$ cat src/rtl/eprom_pgm_pkg.sv
// Shared encodings for the EPROM programming sequencer: operating modes,
// FSM state codes and the timing-counter width helper.
package eprom_pgm_pkg;

    typedef enum logic [1:0] {
        PGM_PROG        = 2'b00,
        PGM_VERIFY      = 2'b01,
        PGM_BLANK       = 2'b10,
        PGM_PROG_VERIFY = 2'b11
    } pgm_mode_e;

    localparam logic [3:0] ST_IDLE  = 4'd0;
    localparam logic [3:0] ST_FETCH = 4'd1;
    localparam logic [3:0] ST_SETUP = 4'd2;
    localparam logic [3:0] ST_PULSE = 4'd3;
    localparam logic [3:0] ST_HOLD  = 4'd4;
    localparam logic [3:0] ST_READ  = 4'd5;
    localparam logic [3:0] ST_CHECK = 4'd6;
    localparam logic [3:0] ST_NEXT  = 4'd7;
    localparam logic [3:0] ST_DONE  = 4'd8;

    // An erased EPROM cell reads as all ones; replicated to DATA_W by the user.
    localparam logic BLANK_BIT = 1'b1;

    function automatic int dly_width(input int a, input int b, input int c, input int d);
        int m;
        m = a;
        if (b > m) m = b;
        if (c > m) m = c;
        if (d > m) m = d;
        return (m > 1) ? $clog2(m) : 1;
    endfunction

endpackage

$ cat src/rtl/pgm_delay.sv
// Loadable down-counter shared by all timed sequencer states; tc pulses for
// one cycle when a loaded count has run down to zero.
module pgm_delay #(
    parameter int W = 8
) (
    input  logic         clk,
    input  logic         rst_n,
    input  logic         load,
    input  logic [W-1:0] load_val,
    output logic         tc
);

    logic [W-1:0] cnt;
    logic         run;

    assign tc = run && (cnt == '0);

    always_ff @(posedge clk) begin
        if (!rst_n) begin
            cnt <= '0;
            run <= 1'b0;
        end else if (load) begin
            cnt <= load_val;
            run <= 1'b1;
        end else if (tc) begin
            run <= 1'b0;
        end else if (run) begin
            cnt <= cnt - 1'b1;
        end
    end

endmodule

$ cat src/rtl/eprom_pgm_seq.sv
// EPROM programming sequencer: program, verify, blank-check and program+verify
// over a byte stream with programmable setup/pulse/hold/read timing.
//
// state | meaning
// IDLE  | waiting for start
// FETCH | accept next byte (blank check skips the handshake)
// SETUP | vdd_25 and data driven, address/data settling
// PULSE | prog_ce high
// HOLD  | prog_ce low, vdd_25 still high
// READ  | rd_n low, sample eprom_dq_in in the last cycle
// CHECK | compare sampled value with expected
// NEXT  | advance address, decrement remaining count
// DONE  | one-cycle done pulse
module eprom_pgm_seq
    import eprom_pgm_pkg::*;
#(
    parameter int ADDR_W    = 11,
    parameter int DATA_W    = 8,
    parameter int SETUP_CYC = 100,
    parameter int PULSE_CYC = 2500000,
    parameter int HOLD_CYC  = 100,
    parameter int READ_CYC  = 25
) (
    input  logic              clk,
    input  logic              rst_n,
    input  logic              start,
    input  logic [1:0]        mode,
    input  logic [ADDR_W-1:0] base_addr,
    input  logic [ADDR_W:0]   count,
    input  logic              abort,
    input  logic [DATA_W-1:0] wr_data,
    input  logic              wr_valid,
    output logic              wr_ready,
    output logic              busy,
    output logic              done,
    output logic              err,
    output logic [ADDR_W-1:0] err_addr,
    output logic [DATA_W-1:0] err_data,
    output logic [ADDR_W-1:0] eprom_addr,
    output logic [DATA_W-1:0] eprom_dq_out,
    output logic              eprom_dq_oe,
    input  logic [DATA_W-1:0] eprom_dq_in,
    output logic              prog_ce,
    output logic              vdd_25,
    output logic              rd_n
);

    localparam int DLY_W = dly_width(SETUP_CYC, PULSE_CYC, HOLD_CYC, READ_CYC);
    localparam logic [DATA_W-1:0] BLANK_VAL = {DATA_W{BLANK_BIT}};

    logic [3:0]        state, state_nx;
    pgm_mode_e         mode_q, mode_d;
    logic [ADDR_W:0]   remain;
    logic [DATA_W-1:0] expect_q, rd_q;
    logic              hs, abort_act, start_acc, is_pgm, mismatch;
    logic              dly_load, dly_tc;
    logic [DLY_W-1:0]  dly_val;

    assign hs        = wr_valid && wr_ready;
    assign abort_act = abort && (state != ST_IDLE);
    assign start_acc = start && !abort && (state == ST_IDLE);
    assign is_pgm    = (mode_q == PGM_PROG) || (mode_q == PGM_PROG_VERIFY);
    assign mismatch  = (rd_q != expect_q);
    assign mode_d    = start_acc ? pgm_mode_e'(mode) : mode_q;

    always_comb begin
        state_nx = state;
        case (state)
            ST_IDLE:  if (start_acc) state_nx = (count == '0) ? ST_DONE : ST_FETCH;
            ST_FETCH: begin
                if (mode_q == PGM_BLANK) state_nx = ST_READ;
                else if (hs)             state_nx = is_pgm ? ST_SETUP : ST_READ;
            end
            ST_SETUP: if (dly_tc) state_nx = ST_PULSE;
            ST_PULSE: if (dly_tc) state_nx = ST_HOLD;
            ST_HOLD:  if (dly_tc) state_nx = (mode_q == PGM_PROG) ? ST_NEXT : ST_READ;
            ST_READ:  if (dly_tc) state_nx = ST_CHECK;
            ST_CHECK: state_nx = mismatch ? ST_DONE : ST_NEXT;
            ST_NEXT:  state_nx = (remain == (ADDR_W+1)'(1)) ? ST_DONE : ST_FETCH;
            default:  state_nx = ST_IDLE;
        endcase
        if (abort_act) state_nx = ST_IDLE;
    end

    // The delay is loaded on entry into each timed state so its length is exact.
    always_comb begin
        dly_val = '0;
        case (state_nx)
            ST_SETUP: dly_val = DLY_W'(SETUP_CYC - 1);
            ST_PULSE: dly_val = DLY_W'(PULSE_CYC - 1);
            ST_HOLD:  dly_val = DLY_W'(HOLD_CYC - 1);
            ST_READ:  dly_val = DLY_W'(READ_CYC - 1);
            default:  dly_val = '0;
        endcase
    end

    assign dly_load = (state_nx != state) &&
                      (state_nx inside {ST_SETUP, ST_PULSE, ST_HOLD, ST_READ});

    pgm_delay #(.W(DLY_W)) u_delay (
        .clk      (clk),
        .rst_n    (rst_n),
        .load     (dly_load),
        .load_val (dly_val),
        .tc       (dly_tc)
    );

    always_ff @(posedge clk) begin
        if (!rst_n) begin
            state        <= ST_IDLE;
            mode_q       <= PGM_PROG;
            remain       <= '0;
            expect_q     <= '0;
            rd_q         <= '0;
            wr_ready     <= 1'b0;
            busy         <= 1'b0;
            done         <= 1'b0;
            err          <= 1'b0;
            err_addr     <= '0;
            err_data     <= '0;
            eprom_addr   <= '0;
            eprom_dq_out <= '0;
            eprom_dq_oe  <= 1'b0;
            prog_ce      <= 1'b0;
            vdd_25       <= 1'b0;
            rd_n         <= 1'b1;
        end else begin
            state       <= state_nx;
            mode_q      <= mode_d;
            // Strobes are decoded from the next state so they switch only on
            // state entry/exit and all drop together on abort.
            busy        <= (state_nx != ST_IDLE);
            done        <= (state_nx == ST_DONE);
            wr_ready    <= (state_nx == ST_FETCH) && (mode_d != PGM_BLANK);
            vdd_25      <= state_nx inside {ST_SETUP, ST_PULSE, ST_HOLD};
            eprom_dq_oe <= state_nx inside {ST_SETUP, ST_PULSE, ST_HOLD};
            prog_ce     <= (state_nx == ST_PULSE);
            rd_n        <= (state_nx != ST_READ);
            if (!abort_act) begin
                case (state)
                    ST_IDLE: if (start_acc) begin
                        eprom_addr <= base_addr;
                        remain     <= count;
                        err        <= 1'b0;
                    end
                    ST_FETCH: begin
                        if (mode_q == PGM_BLANK) begin
                            expect_q <= BLANK_VAL;
                        end else if (hs) begin
                            expect_q     <= wr_data;
                            eprom_dq_out <= wr_data;
                        end
                    end
                    ST_READ:  if (dly_tc) rd_q <= eprom_dq_in;
                    ST_CHECK: if (mismatch) begin
                        err      <= 1'b1;
                        err_addr <= eprom_addr;
                        err_data <= rd_q;
                    end
                    ST_NEXT: begin
                        eprom_addr <= eprom_addr + 1'b1;
                        remain     <= remain - 1'b1;
                    end
                    default: ;
                endcase
            end
        end
    end

endmodule

$ cat config.mk
export PLATFORM = sky130hd
export DESIGN_NAME = eprom_pgm_seq
export DESIGN_NICKNAME = d
export VERILOG_FILES = /design/src/rtl/eprom_pgm_pkg.sv /design/src/rtl/pgm_delay.sv /design/src/rtl/eprom_pgm_seq.sv
export SDC_FILE = /design/constraint.sdc
export NUM_CORES = 1
export LEC_CHECK = 0
export CAP_MARGIN = 20
export CORE_AREA = 2 2 100 102
export CTS_CLUSTER_DIAMETER = 30
export CTS_CLUSTER_SIZE = 30
export DETAILED_ROUTE_END_ITERATION = 12
export DIE_AREA = 0 0 102 104
export GPL_TIMING_DRIVEN = 0
export PLACE_DENSITY = 0.81
export SYNTH_ARGS = -nofsm -noshare
export SYNTH_HDL_FRONTEND = slang
export SYNTH_SLANG_ARGS = --single-unit
export TNS_END_PERCENT = 1
$ cat constraint.sdc
create_clock -name clk -period 8.55 [get_ports clk]
set_input_delay 1.2825 -clock clk [delete_from_list [all_inputs] [get_ports clk]]
set_output_delay 1.2825 -clock clk [all_outputs]
set_load 0.005 [all_outputs]
==> results of run 1 <==
layer usage:
metal | wire length, µm | vias up | GRT usage (%) | part of all wire (%)
met1 | 6210 | 2465 | 35.9 | 42
li1 | - | 2501 | - | -
met2 | 6890 | 243 | 45.2 | 47
met5 | 0 | - | 0 | 0
met4 | 283 | 0 | 8.95 | 1.9
met3 | 1260 | 29 | 5.85 | 8.6
logic make-up after synthesis:
family	after synthesis	share of synthesized area, %
AOI/OAI and AO/OA	159	19.3
muxes	14	2.75
buffers and inverters	52	4.07
and+or+nand+nor	286	28.3
DFF	102	40.0
xor gates and xnor gates	22	3.78
adders and majority gates	7	1.72
synth_stat cells, drive strengths merged (2+ instances only):
cell type  count
nor4          20
o22ai         11
or4            6
nor2          80
inv           16
nor3          17
buf            3
or4b           2
o21a           2
a2bb2oi        2
and3b          2
xnor2          8
nand3b         3
o21ai         29
and3           5
mux2i         14
a22oi          4
and2           5
nor4b          4
nand2b         5
and4b          2
ha             7
a21o           2
nand3         25
dfxtp        102
nand4b         2
or2            2
a311oi         2
nor3b          6
nand4          5
nand2         89
a211oi        11
a22o           3
a31oi          7
o31ai          9
clkbuf        33
or3            5
xor2          14
a21oi         69
area by class of cell:
cell class / count / area (µm²)
Clock inverter: 7 / 52.6
Sequential cell: 102 / 2040
Timing Repair Buffer: 92 / 913
Tap cell: 133 / 166
Buffer: 36 / 148
Clock buffer: 9 / 124
Multi-Input combinational cell: 488 / 2850
Inverter: 16 / 60.1
Fill cell: 819 / 3190
final timing paths:
check                          to  cells past startpoint
setup / recovery  u_delay.cnt[11]                     10
hold / removal        err_data[2]                      2
setup reg to reg  u_delay.cnt[11]                     10
hold reg to reg       err_data[2]                      2
through the flow:
stage               hold WS (ns)  util [%]  instance area, µm²  instances  power (mW)
floorplan                  0.453         -                5100        642       0.570
finish                     0.463      66.5                6350        883       0.905
detailed placement         0.449      64.6                6170        865       0.623
CTS                        0.462      66.4                6340        881       0.904
global route               0.484      66.5                6350        883       0.936
global placement           0.446      64.6                6170        865       0.620
tightest hold or removal path, stage by stage, from the launching register on:
cell and delay (ns):
dfxtp_1 0.32, nand2_1 0.05, a21oi_1 0.05
power breakdown:
group	internal, mW	switching (mW)
Clock	0.109	0.181
Combinational	0.0540	0.0655
Sequential	0.484	0.0118
state kept, by name, summed over array words and instances, names as in the netlist, 2 cells and up:
name          count
expect_q          8
state             4
err_data          8
eprom_addr       11
err_addr         11
u_delay.cnt      22
mode_q            2
eprom_dq_out      8
rd_q              8
remain           12
cells in the final DEF, fill, tap and decap left out, drive strengths merged, types with 8 or more instances in the layout:
master / instances
nor4: 20
mux2i: 14
a211oi: 11
a21oi: 69
nand2: 89
xnor2: 8
o22ai: 11
nor3: 17
nand3: 25
xor2: 14
nor2: 80
dfxtp: 102
inv: 20
clkbuf: 44
o21ai: 29
clkdlybuf4s50: 90
o31ai: 9
==> summary.txt, run 1 <==
CTS clock-pin slew for the worst setup and hold paths: 0.11 ns
Place WS: 4.27 ns
Sequential area share after synthesis: 40.0%
Fin Setup TNS: 0 ns
Max stage delay on crit path: 0.71 ns
Fin worst setup slack: 4.59 ns
Post-synth top area share: 40.0%
PwrDens: 142 nW/µm²
Die Y: 104 µm
Detailed Routing Iterations Pass 1: 5
Unrepaired setup endpoints after global routing: no
Largest net degree at the start of global routing: 19
Final setup viols: 0
First-pass GRT wire length: 23.6 mm
Final Max Slew Viols: 0
Via count: 5238
Slowest CP cell: nor4b_1
Starting density of the core: 53.4%
Vias in the first global route: 5016
# rows: 36
Clock skew: 0.0143 ns
Worst r2r src: state[2]
Die area: 10600 µm²
Final Hold Viols: 0
Clock sink count: 102
Post-CTS setup buffer count: 0
Drt wl/cell: 16.6 µm
Minimum clock period: 3.96 ns
Post_cts resized: 0
Core Footprint: 9550 µm²
Post-route DRC violation count: 0
RePlAce Congestion: 0.968
Share of layout cells above drive strength 1: 5.60%
Crit path cell chain: clkbuf_1, nor2_1, a21oi_1, o22ai_1, nor2_1, nor4b_1, a22o_4, buf_6, nand2_1, a21oi_1
Post-Synthesis Net Count: 695
Top delay family on crit path: simple AND/OR/NAND/NOR gates
Cell count after synthesis: 642
Setup crit start: abort
Clock Path Buffers: 2
Slew @ Worst Pin: 0.844 ns
Netlist cell types: 64
Top cells by area, synth: dfxtp_1, a21oi_1, nand2_1
Worst path arrival time: 4.27 ns
Top cell type by total area after synthesis: dfxtp_1
#FFs+latches synth: 102
Final period utilization: 46.3%
Async set or reset register ratio after synthesis: 0%
Startpoint types: primary input
Top_reg_cell synth: dfxtp_1
Max Clk Rate: 0.253 GHz
# IOs: 92
CTS tree: yes
Max-cap violations: 0
DRT antenna net count: 0
Post-Route WL: 14.6 mm
Worst slew margin: 43.3%
Initial antenna violation count: 0
Synth warn: 0
Syn avg cell area: 7.94 µm²
Synth-to-Final Area Change: 24.6%
Root Driver: clkbuf_8
WP buf/inv: 2
Hold WC Path Type: flip-flop to flip-flop
Global Route Usage Sum: 27.6%
Iter 0 DRT Violations: 328
Mapped Area: 5100 µm²
Vias/cell: 5.93
ANT cells: 0
Total gr overflow: 0
Peak supply drop: 0.0895 mV
Final #Nets: 798
Clock latency on the worst-skew pair: 0.38 ns
CP max FO: 10
Min-Delay Startpoint: err_data[2]
Static leakage: 2.25 nW
CTS buffer count: 9
Worst Path Required: 8.86 ns
WS Path Type: primary input to flip-flop
H-tree levels: 3
IO buf count: 90
Hpwl dp: 10.7 mm
Flop-to-flop setup slack: 5.14 ns
Chip width: 102 µm
Post-synth EDFFs: 0
Outcome: finished, final reports clean
Worst Setup End Kind: flip-flop
CTS Hold Buffers Added: 0
No activity file was read; power rests on OpenSTA's default activity.
==> inputs of run 2 (changes only) <==
- CORE_AREA: 2 2 100 102 -> 2 2 107 109
- DIE_AREA: 0 0 102 104 -> 0 0 109 111
- PLACE_DENSITY: 0.81 -> 0.75
- clock period: 8.55 -> 3.5 ns (I/O delays scaled with it)
==> run 2 against run 1 <==
  * Routed wire length decreased by 0.64%
  * Via count decreased by 1.8%
  * Sequential share of layout area decreased by 0.60 points
  * Utilization decreased by 8.1 points
  * Critical path depth decreased by 1
  * Count of clock-buffer cells in the layout increased by 1
  * Critical endpoint is now u_delay.cnt[8]
  * Critical path type is now flip-flop to flip-flop
  * Clock skew decreased by 0.0041 ns
  * Non-clock buffer count unchanged
  * Global-route usage decreased by 3.2 points
  * Largest power group unchanged
  * Clock power increased to 3.3 times the previous value
  * Combinational power increased by 140%
  * Sequential cell count unchanged
==> summary.txt, run 2 (synthesized netlist as in run 1, its figures left out) <==
Max Clk Rate: 0.306 GHz
Max-cap violations: 0
Synth-to-Final Area Change: 27.0%
Vias/cell: 5.76
Slew @ Worst Pin: 0.835 ns
Flop-to-flop setup slack: 0.23 ns
Drt wl/cell: 16.3 µm
CTS Hold Buffers Added: 0
Detailed Routing Iterations Pass 1: 7
Worst Path Required: 3.77 ns
# rows: 39
Hold WC Path Type: flip-flop to flip-flop
Die area: 12100 µm²
CP dominant cell by count: nor4b_2
# IOs: 92
Total power: 2.44 mW
Top delay family on crit path: simple AND/OR/NAND/NOR gates
Placed Area: 6180 µm²
IO buf count: 90
CTS buffer count: 9
RePlAce Congestion: 0.921
Via count: 5142
Global Route Usage Sum: 24.3%
Final setup viols: 0
Vias in the first global route: 4854
CP max FO: 10
Startpoint types: flip-flop
DP Cell Count: 875
Crit path cell chain: ha_1, or4b_2, or4_1, o22ai_1, nor2_1, nor4b_2, a211oi_4, nor2_4, nor4b_2
Final Hold Viols: 0
Fin area: 6470 µm²
Largest net degree at the start of global routing: 18
Final #Nets: 798
Registers with the most flip-flops: u_delay.cnt x22, remain x12
First-pass GRT wire length: 23.4 mm
CTS clock-pin slew for the worst setup and hold paths: 0.07 ns
Peak supply drop: 0.280 mV
CTS tree: yes
Final Non-Filler Cells: 893
Commonest non-fill, non-tap cell in the layout: dfxtp_1
Initial antenna violation count: 0
Max reg flops: 22
Top reg by flops: u_delay.cnt
DRT antenna net count: 0
Post-CTS setup buffer count: 0
Starting density of the core: 46.0%
Worst slew margin: 43.9%
Outcome: finished, final reports clean
Post-route DRC violation count: 0
Worst Setup End Kind: flip-flop
Static leakage: 2.29 nW
WS Path Type: flip-flop to flip-flop
Worst path arrival time: 3.53 ns
Fin Setup TNS: 0 ns
Chip width: 109 µm
Unrepaired setup endpoints after global routing: no
Minimum clock period: 3.27 ns
Share of layout cells above drive strength 1: 5.60%
Clock Path Buffers: 2
H-tree levels: 3
Root Driver: clkbuf_16
Clock latency on the worst-skew pair: 0.36 ns
Hpwl dp: 10.7 mm
Core Footprint: 11100 µm²
ANT cells: 0
Iter 0 DRT Violations: 331
Slowest CP cell: or4b_2
Commonest cells after routing, fill and taps aside: dfxtp_1, clkdlybuf4s50_1, nand2_1, nor2_1, a21oi_1
Post-Route WL: 14.5 mm
Die Y: 111 µm
Clock sink count: 102
# fillers: 975
PwrDens: 377 nW/µm²
WP buf/inv: 0
Total gr overflow: 0
Final period utilization: 93.3%
Clock skew: 0.0102 ns
Final Max Slew Viols: 0
Max stage delay on crit path: 0.64 ns
run 2: cell count changes in the layout (fill, tap and decap cells not counted), sizes merged:
cell / change
inv: -4
clkinvlp: +2
clkinv: +1
buf: +1
run 2: cell type report:
cell class	count	area [µm²]	area share (%)
inverters	16	60.1	0.928
repair buffers	92	913	14.1
clock buffers	10	229	3.54
clock inverters	6	48.8	0.754
multi-input cells	488	2860	44.1
well taps	143	179	2.76
plain buffers	36	148	2.28
flip-flops and latches	102	2040	31.5
run 2: power breakdown:
| group | total (mW) | leakage, nW | internal (mW) | switching, mW |
|---|---|---|---|---|
| Combinational | 0.289 | 1.34 | 0.132 | 0.157 |
| Clock | 0.944 | 0.125 | 0.486 | 0.458 |
| Sequential | 1.21 | 0.825 | 1.18 | 0.0285 |
| Total | 2.44 | 2.29 | 1.80 | 0.643 |
run 2: worst min-delay path, stage by stage (launching register included):
cell,delay (ns)
dfxtp_1,0.31
nand2_1,0.05
a21oi_1,0.05
run 2: stage by stage:
| step | hold slack [ns] | util [%] | worst slack [ns] |
|---|---|---|---|
| 2_1_floorplan | 0.453 | - | 0.664 |
| 3_3_place_gp | 0.446 | 55.8 | 0.0282 |
| 3_5_place_dp | 0.451 | 55.8 | 0.0187 |
| 4_1_cts | 0.463 | 58.3 | 0.217 |
| 5_1_grt | 0.475 | 58.5 | 0.0812 |
| 6_report | 0.463 | 58.5 | 0.234 |
run 2: timing repair:
action	in CTS	in global routing
endpoints found under the hold margin	0	0
gates resized for setup	0	1
setup endpoints to repair	0	19
run 2: metal layers:
layer  track usage [%]  share of wire, %
met5                 0                 0
met2              38.7                46
met4              7.18               1.7
met1              32.2                44
met3              6.41               8.0
run 2: path summary, 6_finish.rpt:
check                   start        endpoint  cells past startpoint
setup / recovery    remain[0]  u_delay.cnt[8]                      9
hold / removal    err_addr[1]     err_addr[1]                      2
setup reg to reg    remain[0]  u_delay.cnt[8]                      9
hold reg to reg   err_addr[1]     err_addr[1]                      2
==> inputs of run 3 (changes only) <==
- CORE_AREA: 2 2 107 109 -> 2 2 81 142
- DIE_AREA: 0 0 109 111 -> 0 0 83 144
- MAX_ROUTING_LAYER: default -> met4
- PLACE_DENSITY: 0.75 -> 0.76
==> run 3 against run 2 <==
  * Clock power is 3.0% higher
  * Sequential cell count did not move
  * Final area about the same
  * Die area fell by 1.2%
  * Routed wire length grew 6.1%
  * Sequential power barely moved
==> summary.txt, run 3 (synthesized netlist as in run 1, its figures left out) <==
Outcome: finished, final reports clean
Final Max Slew Viols: 0
RePlAce Congestion: 0.939
Iter 0 DRT Violations: 264
Setup crit start: u_delay.cnt[8]
IO buf count: 90
Starting density of the core: 46.7%
Die Y: 144 µm
CTS tree: yes
CTS clock-pin slew for the worst setup and hold paths: 0.08 ns
Static leakage: 2.30 nW
DP Cell Count: 865
Post-route DRC violation count: 0
Hpwl dp: 12.0 mm
Final setup viols: 0
WS Path Type: flip-flop to flip-flop
Registers with the most flip-flops: u_delay.cnt x22, remain x12
Clock sink count: 102
Hold WC Path Type: flip-flop to flip-flop
PwrDens: 382 nW/µm²
WP buf/inv: 1
Worst Setup End Kind: flip-flop
Final Non-Filler Cells: 882
Post-Route WL: 15.4 mm
Crit path cell chain: or4_4, nor4_4, nand4_4, o31ai_1, nand3_1, a22o_4, buf_6, o31ai_2, a21oi_1
H-tree levels: 3
Drt wl/cell: 17.5 µm
Clock skew: 0.00867 ns
CTS buffer count: 9
Min-Delay Startpoint: err_addr[1]
Largest net degree at the start of global routing: 20
Fin Setup TNS: 0 ns
DRT antenna net count: 0
Worst slew margin: 39.5%
First-pass GRT wire length: 24.6 mm
Final Hold Viols: 0
Minimum clock period: 3.34 ns
Via count: 5158
Top delay family on crit path: simple AND/OR/NAND/NOR gates
Top reg by flops: u_delay.cnt
Slew @ Worst Pin: 0.900 ns
Peak supply drop: 0.275 mV
Final period utilization: 95.6%
Worst Path Required: 3.73 ns
Share of layout cells above drive strength 1: 5.73%
CTS Hold Buffers Added: 0
Detailed Routing Iterations Pass 1: 5
Worst path arrival time: 3.57 ns
Unrepaired setup endpoints after global routing: no
Final #Nets: 798
Die area: 12000 µm²
# IOs: 92
Slowest CP cell: o31ai_1
Max Clk Rate: 0.299 GHz
# rows: 51
# fillers: 984
Commonest non-fill, non-tap cell in the layout: dfxtp_1
ANT cells: 0
Max stage delay on crit path: 0.60 ns
Worst r2r src: u_delay.cnt[8]
Global Route Usage Sum: 26.4%
Core Footprint: 10900 µm²
Commonest cells after routing, fill and taps aside: dfxtp_1, clkdlybuf4s50_1, nand2_1, nor2_1, a21oi_1
Vias in the first global route: 5109
Clock Path Buffers: 2
Initial antenna violation count: 0
Max reg flops: 22
Max-cap violations: 0
Synth-to-Final Area Change: 27.0%
Vias/cell: 5.85
Utilization after layout: 59.4%
Total gr overflow: 0
Chip width: 83 µm
Clock latency on the worst-skew pair: 0.35 ns
Root Driver: clkbuf_16
Startpoint types: flip-flop
CP max FO: 10
## run 3: changes by cell type in the layout (fill, tap and decap cells not counted)
| cell | previous run | this run |
|---|---|---|
| clkbuf_1 | 34 | 33 |
| clkbuf_2 | 1 | 0 |
| clkinvlp_4 | 3 | 2 |
| clkinv_8 | 0 | 1 |
| clkinv_4 | 3 | 2 |
| inv_8 | 0 | 1 |
| inv_6 | 0 | 1 |
| buf_2 | 1 | 2 |
## run 3: metrics by stage
stage	hold slack, ns	power (mW)	setup WS [ns]	cell area [µm²]
after detailed placement	0.451	1.53	-0.110	6170
after floorplan	0.453	1.39	0.664	5100
after global placement	0.445	1.52	-0.0516	6160
after global routing	0.488	2.58	0.0330	6480
final	0.463	2.48	0.155	6480
after CTS	0.461	2.49	0.0405	6460
## run 3: cell type report
cell class	instances	area [µm²]	share of cell area, %
Buffer	36	148	2.28
Clock buffer	9	225	3.48
Clock inverter	7	68.8	1.06
Inverter	16	60.1	0.927
Multi-Input combinational cell	488	2860	44.1
Sequential cell	102	2040	31.5
Tap cell	132	165	2.55
Timing Repair Buffer	92	913	14.1
## run 3: final timing paths
| kind | to | slack [ns] | cells after the start |
|---|---|---|---|
| setup / recovery | u_delay.cnt[1] | 0.16 | 9 |
| hold / removal | err_addr[1] | 0.46 | 2 |
| setup reg to reg | u_delay.cnt[1] | 0.16 | 9 |
| hold reg to reg | err_addr[1] | 0.46 | 2 |
## run 3: repair_timing
item	in CTS	in global routing
setup buffers	0	0
setup endpoints to repair	0	23
endpoints found under the hold margin	0	0
resized for setup	0	1
## run 3: where the power goes
group          leakage [nW]  switching, mW  internal, mW  total [mW]
Sequential            0.825         0.0285          1.18        1.21
Combinational          1.34          0.162         0.132       0.294
Clock                 0.137          0.473         0.498       0.972
Total                  2.30          0.664          1.81        2.48
## run 3: worst min-delay path: stages, from the launching register on
cell,delay [ns]
dfxtp_1,0.32
nand2_1,0.05
a21oi_1,0.05
## run 3: metal layers
layer | global-route usage, % | vias up | share of wire [%]
met5 | - | - | 0
met4 | 14.7 | 0 | 4.7
met3 | 3.25 | 55 | 3.7
met2 | 50.1 | 176 | 55
met1 | 25.6 | 2428 | 36
li1 | - | 2499 | -
